[src/rtl/seven_seg_scanner.sv]
// Multiplexed seven-segment scanner: one registered cycle from FSM/display state to pins, no backpressure.
// Define SEVEN_SEG_LEADING_ZERO_BLANK_EN to suppress leading-zero digits above digit 0.
module seven_seg_scanner #(
  parameter int DECIMAL_DIGITS = 2,
  parameter int REFRESH_DIV    = 50000,
  parameter int BLANK_CYCLES   = 16
) (
  input  logic                          i_Clock,
  input  logic                          i_Reset,
  input  logic [DECIMAL_DIGITS*4-1:0]   i_BCD,
  input  logic                          i_DV,
  output logic [6:0]                    o_Segments,
  output logic [DECIMAL_DIGITS-1:0]     o_Anodes,
  output logic [2:0]                    o_Digit_Index
);

  localparam int CNT_MAX = (REFRESH_DIV > BLANK_CYCLES) ? REFRESH_DIV : BLANK_CYCLES;
  localparam int CW      = $clog2(CNT_MAX) + 1;
  localparam logic [CW-1:0] SHOW_LAST  = CW'(REFRESH_DIV - 1);
  localparam logic [CW-1:0] BLANK_LAST = CW'(BLANK_CYCLES - 1);
  localparam logic [2:0]    IDX_LAST   = 3'(DECIMAL_DIGITS - 1);

  typedef enum logic {S_SHOW, S_BLANK} state_t;

  state_t                        state;
  logic [CW-1:0]                 cnt;
  logic [2:0]                    idx;
  logic [DECIMAL_DIGITS*4-1:0]   disp;
  logic [3:0]                    digit;
  logic                          hide;
  logic [6:0]                    seg_next;
  logic [DECIMAL_DIGITS-1:0]     an_next;

  function automatic logic [6:0] seg7_decode(input logic [3:0] d);
    case (d)
      4'd0:    seg7_decode = 7'h40;
      4'd1:    seg7_decode = 7'h79;
      4'd2:    seg7_decode = 7'h24;
      4'd3:    seg7_decode = 7'h30;
      4'd4:    seg7_decode = 7'h19;
      4'd5:    seg7_decode = 7'h12;
      4'd6:    seg7_decode = 7'h02;
      4'd7:    seg7_decode = 7'h78;
      4'd8:    seg7_decode = 7'h00;
      4'd9:    seg7_decode = 7'h10;
      default: seg7_decode = 7'h3F;
    endcase
  endfunction

`ifdef SEVEN_SEG_LEADING_ZERO_BLANK_EN
  // upper_zero[i] is set when digit i and every digit above it are zero
  logic [DECIMAL_DIGITS-1:0] upper_zero;
  always_comb begin
    logic run;
    run        = 1'b1;
    upper_zero = '0;
    for (int i = DECIMAL_DIGITS - 1; i >= 0; i--) begin
      run           = run && (disp[i*4 +: 4] == 4'd0);
      upper_zero[i] = run;
    end
  end
`endif

  always_comb begin
    digit    = 4'd0;
    hide     = 1'b0;
    seg_next = 7'h7F;
    an_next  = '1;
    for (int i = 0; i < DECIMAL_DIGITS; i++) begin
      if (idx == i[2:0]) begin
        digit = disp[i*4 +: 4];
`ifdef SEVEN_SEG_LEADING_ZERO_BLANK_EN
        hide  = (i != 0) && upper_zero[i];
`endif
      end
    end
    if (state == S_SHOW && !hide) begin
      seg_next = seg7_decode(digit);
      for (int i = 0; i < DECIMAL_DIGITS; i++)
        an_next[i] = (idx != i[2:0]);
    end
  end

  always_ff @(posedge i_Clock or posedge i_Reset) begin
    if (i_Reset) begin
      state         <= S_SHOW;
      cnt           <= '0;
      idx           <= '0;
      disp          <= '0;
      o_Segments    <= 7'h7F;
      o_Anodes      <= '1;
      o_Digit_Index <= '0;
    end else begin
      if (i_DV)
        disp <= i_BCD;
      o_Segments    <= seg_next;
      o_Anodes      <= an_next;
      o_Digit_Index <= idx;
      case (state)
        S_SHOW: begin
          if (cnt == SHOW_LAST) begin
            state <= S_BLANK;
            cnt   <= '0;
          end else begin
            cnt <= cnt + 1'b1;
          end
        end
        S_BLANK: begin
          if (cnt == BLANK_LAST) begin
            state <= S_SHOW;
            cnt   <= '0;
            idx   <= (idx == IDX_LAST) ? 3'd0 : idx + 1'b1;
          end else begin
            cnt <= cnt + 1'b1;
          end
        end
        default: state <= S_SHOW;
      endcase
    end
  end

endmodule

[config.mk]
export PLATFORM = sky130hd
export DESIGN_NAME = seven_seg_scanner
export DESIGN_NICKNAME = d
export VERILOG_FILES = /design/src/rtl/seven_seg_scanner.sv
export SDC_FILE = /design/constraint.sdc
export NUM_CORES = 1
export LEC_CHECK = 0
export ABC_AREA = 1
export ABC_CLOCK_PERIOD_IN_PS = 4150
export BUFFER_PORTS_ARGS = -buffer_cell sky130_fd_sc_hd__clkbuf_2
export CORE_MARGIN = 1.5
export CORE_UTILIZATION = 52
export DETAILED_ROUTE_END_ITERATION = 10
export HOLD_SLACK_MARGIN = 0.12
export PLACE_DENSITY = 0.72
export SYNTH_ARGS = -nofsm -noshare
export SYNTH_HDL_FRONTEND = slang
export SYNTH_SLANG_ARGS = --single-unit
[constraint.sdc]
create_clock -name i_Clock -period 4.15 [get_ports i_Clock]
set_clock_uncertainty 0.2 [all_clocks]
set_input_delay 0.2075 -clock i_Clock [delete_from_list [all_inputs] [get_ports i_Clock]]
set_output_delay 0.2075 -clock i_Clock [all_outputs]
set_load 0.02 [all_outputs]
==> results of run 1 <==
[what timing repair did]
item	CTS	global route
buffers inserted	0	0
hold endpoints to repair	40	0
setup endpoints to repair	0	0
hold buffers	15	0
[Yosys cell counts, types with 3 or more instances]
library cell / number
o21ai_0: 6
nand3_2: 3
dfstp_2: 9
inv_1: 27
mux2_2: 5
xnor2_1: 3
nand4_1: 4
nor2_1: 39
nor3_1: 5
nand3_1: 27
nand2_1: 52
xor2_1: 12
dfrtp_1: 32
nand2_2: 7
[logic make-up after synthesis]
logic type | share of synthesized area (%)
buffers and inverters | 7.09
multiplexers | 2.64
adder cells (fa/ha/maj) | 1.17
flip-flops | 48.6
AND/OR/NAND/NOR | 31.4
XOR/XNOR | 6.15
AO/OA/AOI/OAI | 2.93
[where the power goes]
part	internal [mW]	switching, mW	total [mW]	leakage [nW]
clock network	0.196	0.133	0.329	0.0585
logic	0.0436	0.0615	0.105	0.691
registers	0.426	0.00752	0.433	0.510
total	0.665	0.202	0.867	1.26
[routing by layer]
layer  share of wire (%)  vias up  GRT usage [%]
met5                   0        -              0
met4                0.92        0           5.36
met3                 3.8        4           3.04
met2                  45       38           29.8
met1                  50      741           27.1
li1                    -      863              -
[how the worst min path moves through the flow]
stage              from  endpoint  cells past startpoint
5_1_grt            i_DV   disp[2]                      2
4_1_cts            i_DV   disp[7]                      2
3_5_place_dp    i_Reset   disp[6]                      3
6_report           i_DV   disp[7]                      2
2_1_floorplan  i_BCD[3]   disp[3]                      2
3_3_place_gp    i_Reset   disp[6]                      3
[final cells by class]
| cell class | count | share of cell area, % |
|---|---|---|
| Inverter | 29 | 4.29 |
| Sequential cell | 41 | 40.9 |
| Timing Repair Buffer | 38 | 10.5 |
| Multi-Input combinational cell | 173 | 37.3 |
| Tap cell | 50 | 2.46 |
| Clock buffer | 7 | 3.40 |
| Clock inverter | 1 | 1.18 |
[stage by stage]
| step | instances | worst slack, ns | cell area, um2 | util, % |
|---|---|---|---|---|
| global route | 339 | 1.99 | 2540 | 63.9 |
| floorplan | 248 | 2.57 | 2130 | - |
| detailed placement | 316 | 2.41 | 2270 | 57.2 |
| finish | 339 | 2.01 | 2540 | 63.9 |
| global placement | 316 | 2.46 | 2270 | 57.2 |
| CTS | 339 | 2.08 | 2540 | 63.9 |
[registers in the layout, indices dropped and copies added, names as in the netlist]
name / flops
o_Anodes: 2
cnt: 17
o_Segments: 7
disp: 8
state: 1
o_Digit_Index: 3
idx: 3
==> results by group, run 1 <==
CTS
  • CTS tree: built
  • Clock sink total: between 40 and 50
  • H-Tree Depth: 2
  • TritonCTS Buffers: 5
  • Root buffer cell: clkbuf_8
  • Post_cts resized: 0
  • Clk slew on worst S/H paths: ~0.080 ns
  • Clock Tree Buf Depth: 2
  • Clk_lat worst skew: roughly 0.29 ns

Placed design
  • DPL Wire Length: ~2800 um
  • GPL Wtd Cong: 0.919
  • Buffers on Ports: 22

Drt
  • DRT Pass-1 Iters: 4
  • Via count: about 1,600
  • Final ANT Viol Nets: 0
  • Post-route DRC: 0
  • Wire per inst: ~12 um
  • Drt total wl: around 3900 um
  • Number of vias per cell: between 4 and 5
  • Starting DRT DRC Count: 66

Layout
  • Layout area overhead: 18.9%
  • Nets: ~300
  • Antenna diode count: 0
  • FF+latch area: ~1000 um2
  • Ratio of cells with drive above 1 in the final layout: between 20 and 25%
  • Most frequent cells in the layout: 52 x nand2_1, 39 x nor2_1, 32 x dfrtp_1
  • Commonest non-fill, non-tap cell in the layout: nand2_1
  • Multi-input gate area: 946 um2
  • FILL cells: between 300 and 400

Logic synthesis
  • Synth top area share: 37.5%
  • Synth unique cells: 27
  • Post-Syn Area: roughly 2100 um2
  • Yosys top cell by area: dfrtp_1
  • Sequential element share of the synthesized area: about half
  • Synth Area per Inst: about 8.6 um2
  • Yosys warns: 0
  • Post-Syn Instances: about 250
  • Top cells by area, synth: dfrtp_1 38%, dfstp_2 11%, nand2_1 9.1%
  • Async set-reset flop share out of synthesis: 100%
  • Synthesis-stage register bit count: 41
  • Most used flip-flop cell after synthesis: dfrtp_1
  • Post-synth EDFFs: 0
  • Syn_nets: roughly 260

Setup path
  • R2R depth: 7
  • Worst EP required: about 4.1 ns
  • Crit Path Max Fanout: 1
  • Flop-to-flop setup slack: approximately 2.4 ns
  • Setup crit end: disp[6]
  • Worst Setup SP: i_BCD[6]
  • Worst r2r src: idx[0]
  • CP Cell Sequence: dlygate4sd3_1, clkbuf_2, nand2_1, dlygate4sd3_1, o21ai_0, dlygate4sd3_1
  • CP top delay family: buffers and inverters
  • Stages on worst setup path: 6
  • Crit-path slowest cell: dlygate4sd3_1
  • Most used cell, CP: dlygate4sd3_1
  • Max incr delay on CP: ~0.58 ns
  • FF-to-FF End: o_Segments[3]
  • Worst EP arrival: between 2 and 2.5 ns
  • Setup CP Type: in2reg
  • Crit path buf inv count: 4
  • Critical Path End Type: flop
  • Startpoint class of the critical path: input port

Flow run
  • Max_cap viols: 0

Global routing
  • Total grt overflow: 0
  • First-pass GRT wire length: around 6500 um
  • Initial antenna violation count: 0
  • Vias in the first global route: 1,440
  • Largest net degree at the start of global routing: 42
  • Global-route usage over all layers: a little under a fifth

STA
  • Minimum clock period after layout: 2.14 ns
  • RSZ-0062 raised after global routing: no
  • Final hold vios: 0
  • Slew headroom: roughly two thirds
  • Final setup violation count: 0
  • Hold_ws: ~0.14 ns
  • Slew Viols, Final: 0
  • Achievable frequency: 467 MHz
  • Period utilisation layout: 51.6%
  • Slew @ Worst Pin: between 0.4 and 0.5 ns
  • Setup TNS: 0 ns

Floorplan
  • Die W: 67.1 um
  • Die H: approximately 67 um
  • Starting density of the core: between 50% and 60%
  • Core area: between 3000 and 4000 um2
  • Die Footprint: between 4000 and 5000 um2
  • Row count: 23
  • Number of top-level pins: 23

Pwr
  • P_leak: around 1.3 nW
  • Pwr Density: between 300 and 400 nW/um2
  • Power Total: between 800 and 900 uW
  • Peak VDD IR: approximately 0.00021 V

Hold path
  • Worst Hold Class: in2reg

Status
  • Outcome: finished clean
Power figures use the tool's default switching activity.
==> run 2: changes to the inputs <==
- ABC_CLOCK_PERIOD_IN_PS: 4150 -> 1750
- PLACE_DENSITY: 0.72 -> 0.75
- clock period: 4.15 -> 1.75 ns (I/O delays scaled with it)
==> run 2 against run 1 <==
Compared with the run above:
- combinational power rose to 2.6 times the previous value
- critical endpoint is now o_Segments[3]
- die area unchanged
- cell area up 2.0%
- sequential power up 140%
- cell count up 2.4%
- largest cell class unchanged
==> results by group, run 2 (synthesis results as in run 1) <==
Placed design
  • GPL Wtd Cong: 0.904 (-1.6%)
  • Placed cells: 319 (+0.95%)
  • Buffers on Ports: 22 (unchanged)
  • DPL Wire Length: 2930 um (+3.8%)
  • DP Area: 2290 um2 (+0.99%)
  • Pre-CTS setup slack: 0.0293 ns (-2.38 ns)

Flow run
  • Max_cap viols: 0 (unchanged)

Setup path
  • Setup CP Type: reg2reg
  • Flop-to-flop setup slack: 0.11 ns (-2.29 ns)
  • Crit Path Max Fanout: 7 (+6)
  • CP Cell Sequence: nor2_4, nand3_2, nand2_4, ha_1, nand2_1, nand3_1, nand2_1
  • Worst EP required: 1.78 ns (-2.34 ns)
  • FF-to-FF End: o_Segments[3]
  • R2R depth: 7 (unchanged)
  • Most used cell, CP: nand2_1
  • Worst EP arrival: 1.67 ns (-0.44 ns)
  • Crit-path slowest cell: dfrtp_1
  • Startpoint class of the critical path: flop
  • Max incr delay on CP: 0.47 ns (-0.11 ns)
  • Worst r2r src: idx[1]
  • Critical Path End Type: flop

Floorplan
  • Die H: 67.1 um (unchanged)
  • Number of top-level pins: 23 (unchanged)
  • Starting density of the core: 53.7% (unchanged)
  • Core area: 3970 um2 (unchanged)
  • Die Footprint: 4500 um2 (unchanged)
  • Die W: 67.1 um (unchanged)
  • Row count: 23 (unchanged)

STA
  • Slew @ Worst Pin: 0.514 ns (+0.0316 ns)
  • Minimum clock period after layout: between 1.5 and 2 ns
  • Slew headroom: 65.8% (-2.1 points)
  • Fin worst setup slack: 0.110 ns (-1.90 ns)
  • Period utilisation layout: 93.7%
  • Slew Viols, Final: 0 (unchanged)
  • Final setup violation count: 0 (unchanged)
  • RSZ-0062 raised after global routing: no
  • Final hold vios: 0 (unchanged)
  • Setup TNS: 0 ns (unchanged)
  • Achievable frequency: between 600 and 700 MHz

Drt
  • Post-route DRC: 0 (unchanged)
  • Metal2 WL: 2300 um (+31%)
  • Drt total wl: 4570 um (+17%)
  • Via count: 1,720 (+4.5%)
  • WL met1: 2040 um (+4.1%)
  • DRT Pass-1 Iters: 4 (unchanged)
  • Wire per inst: 13.2 um (+14%)
  • Final ANT Viol Nets: 0 (unchanged)
  • Number of vias per cell: 4.96 (+2.1%)
  • Highest routed layer: met4
  • Starting DRT DRC Count: 151 (+130%)
  • DR WL met3: 186 um (+24%)

Pwr
  • Comb power frac: 14.2% (+2.1 points)
  • Switch Pwr: 485 uW (+140%)
  • Pwr Density: 731 nW/um2 (+110%)
  • Pint: 1.41 mW (+110%)
  • Sequential share of power: 54.4% (+4.5 points)
  • Peak VDD IR: 0.000467 V (+120%)
  • P_leak: 1.27 nW (+0.84%)
  • Sw Share: 25.6% (+2.3 points)
  • Clock Power Share: 31.4% (-6.5 points)

Status
  • Outcome: finished clean

Layout
  • Ratio of cells with drive above 1 in the final layout: 24.6% (+2.4 points)
  • Most frequent cells in the layout: 51 x nand2_1, 37 x nor2_1, 31 x dfrtp_1
  • Max reg flops: 17 (unchanged)
  • Largest registers: cnt: 17 flops, disp: 8 flops, o_Segments: 7 flops
  • Fin util: 65.2% (+1.3 points)
  • Most flop-heavy register: cnt
  • Antenna diode count: 0 (unchanged)
  • Design area: 2590 um2 (+2.0%)
  • FILL cells: 318 (-0.63%)
  • Layout area overhead: 21.3%
  • Post-Layout Cell Count: 347 (+2.4%)
  • Commonest non-fill, non-tap cell in the layout: nand2_1
  • Nets: 309 (+2.7%)

Global routing
  • Global-route usage over all layers: 22.0% (+3.0 points)
  • Initial antenna violation count: 0 (unchanged)
  • Largest net degree at the start of global routing: 42 (unchanged)
  • First-pass GRT wire length: 7240 um (+12%)
  • Vias in the first global route: 1,609 (+12%)
  • Total grt overflow: 0 (unchanged)

CTS
  • Root buffer cell: clkbuf_8
  • Clock sink total: 41 (unchanged)
  • Clk slew on worst S/H paths: 0.08 ns (about the same)
  • H-Tree Depth: 2 (unchanged)
  • TritonCTS Buffers: 5 (unchanged)
  • Clk_lat worst skew: 0.29 ns (about the same)
  • CTS tree: built
  • Clock Tree Buf Depth: 2 (unchanged)

Hold path
  • Worst Hold Class: in2async
run 2: cell types whose count changed in the layout (fill, tap and decap cells not counted), sizes merged:
cell / delta
dlygate4sd3: +3
buf: +4
bufinv: -1
nor2: +1
clkbuf: +1
run 2: routing by layer:
metal	track usage [%]	vias up
met5	0	-
met4	7.65	0
met3	5.07	5
met2	36.3	44
met1	28.2	797
li1	-	874
run 2: final cells by class:
class / instances / area [um2] / share of cell area, %
flip-flops and latches: 41 / 1040 / 40.1
repair buffers: 45 / 328 / 12.7
inverters: 29 / 109 / 4.20
well taps: 50 / 62.6 / 2.42
multi-input cells: 174 / 972 / 37.5
clock buffers: 8 / 80.1 / 3.09
run 2: power groups by stage:
stage	logic (mW)	registers, mW	clock network (mW)
2_1_floorplan	0.126	1.08	0
3_3_place_gp	0.223	1.05	0
3_5_place_dp	0.226	1.05	0
4_1_cts	0.266	1.03	0.599
5_1_grt	0.299	1.04	0.637
6_report	0.268	1.03	0.594
run 2: worst max-delay path: cells and delay by family (launching register included):
| kind | cells | cell delay [ns] |
|---|---|---|
| simple gates | 6 | 0.68 |
| flops | 1 | 0.47 |
| fa+ha+maj | 1 | 0.23 |
run 2: worst max-delay path by stage:
stage / to / startpoint / slack (ns) / cells after the start
floorplan: o_Segments[3] / idx[1] / 0.17 / 8
global placement: o_Segments[3] / idx[1] / 0.09 / 7
detailed placement: o_Segments[3] / idx[1] / 0.03 / 7
CTS: o_Segments[3] / idx[1] / 0.02 / 7
global route: idx[1] / cnt[0] / 0.01 / 9
finish: o_Segments[3] / idx[1] / 0.11 / 7
run 2: what timing repair did:
item | CTS | global route
resized for setup | 0 | 7
hold buffers | 18 | 0
buffers inserted | 0 | 1
setup endpoints to repair | 0 | 15
endpoints found under the hold margin | 49 | 0
run 2: metrics by stage:
| step | hold slack (ns) | power, mW |
|---|---|---|
| 6_report | 0.243 | 1.89 |
| 5_1_grt | 0.298 | 1.97 |
| 4_1_cts | 0.257 | 1.90 |
| 3_5_place_dp | 0.0180 | 1.27 |
| 3_3_place_gp | 0.0188 | 1.27 |
| 2_1_floorplan | 0.00845 | 1.21 |
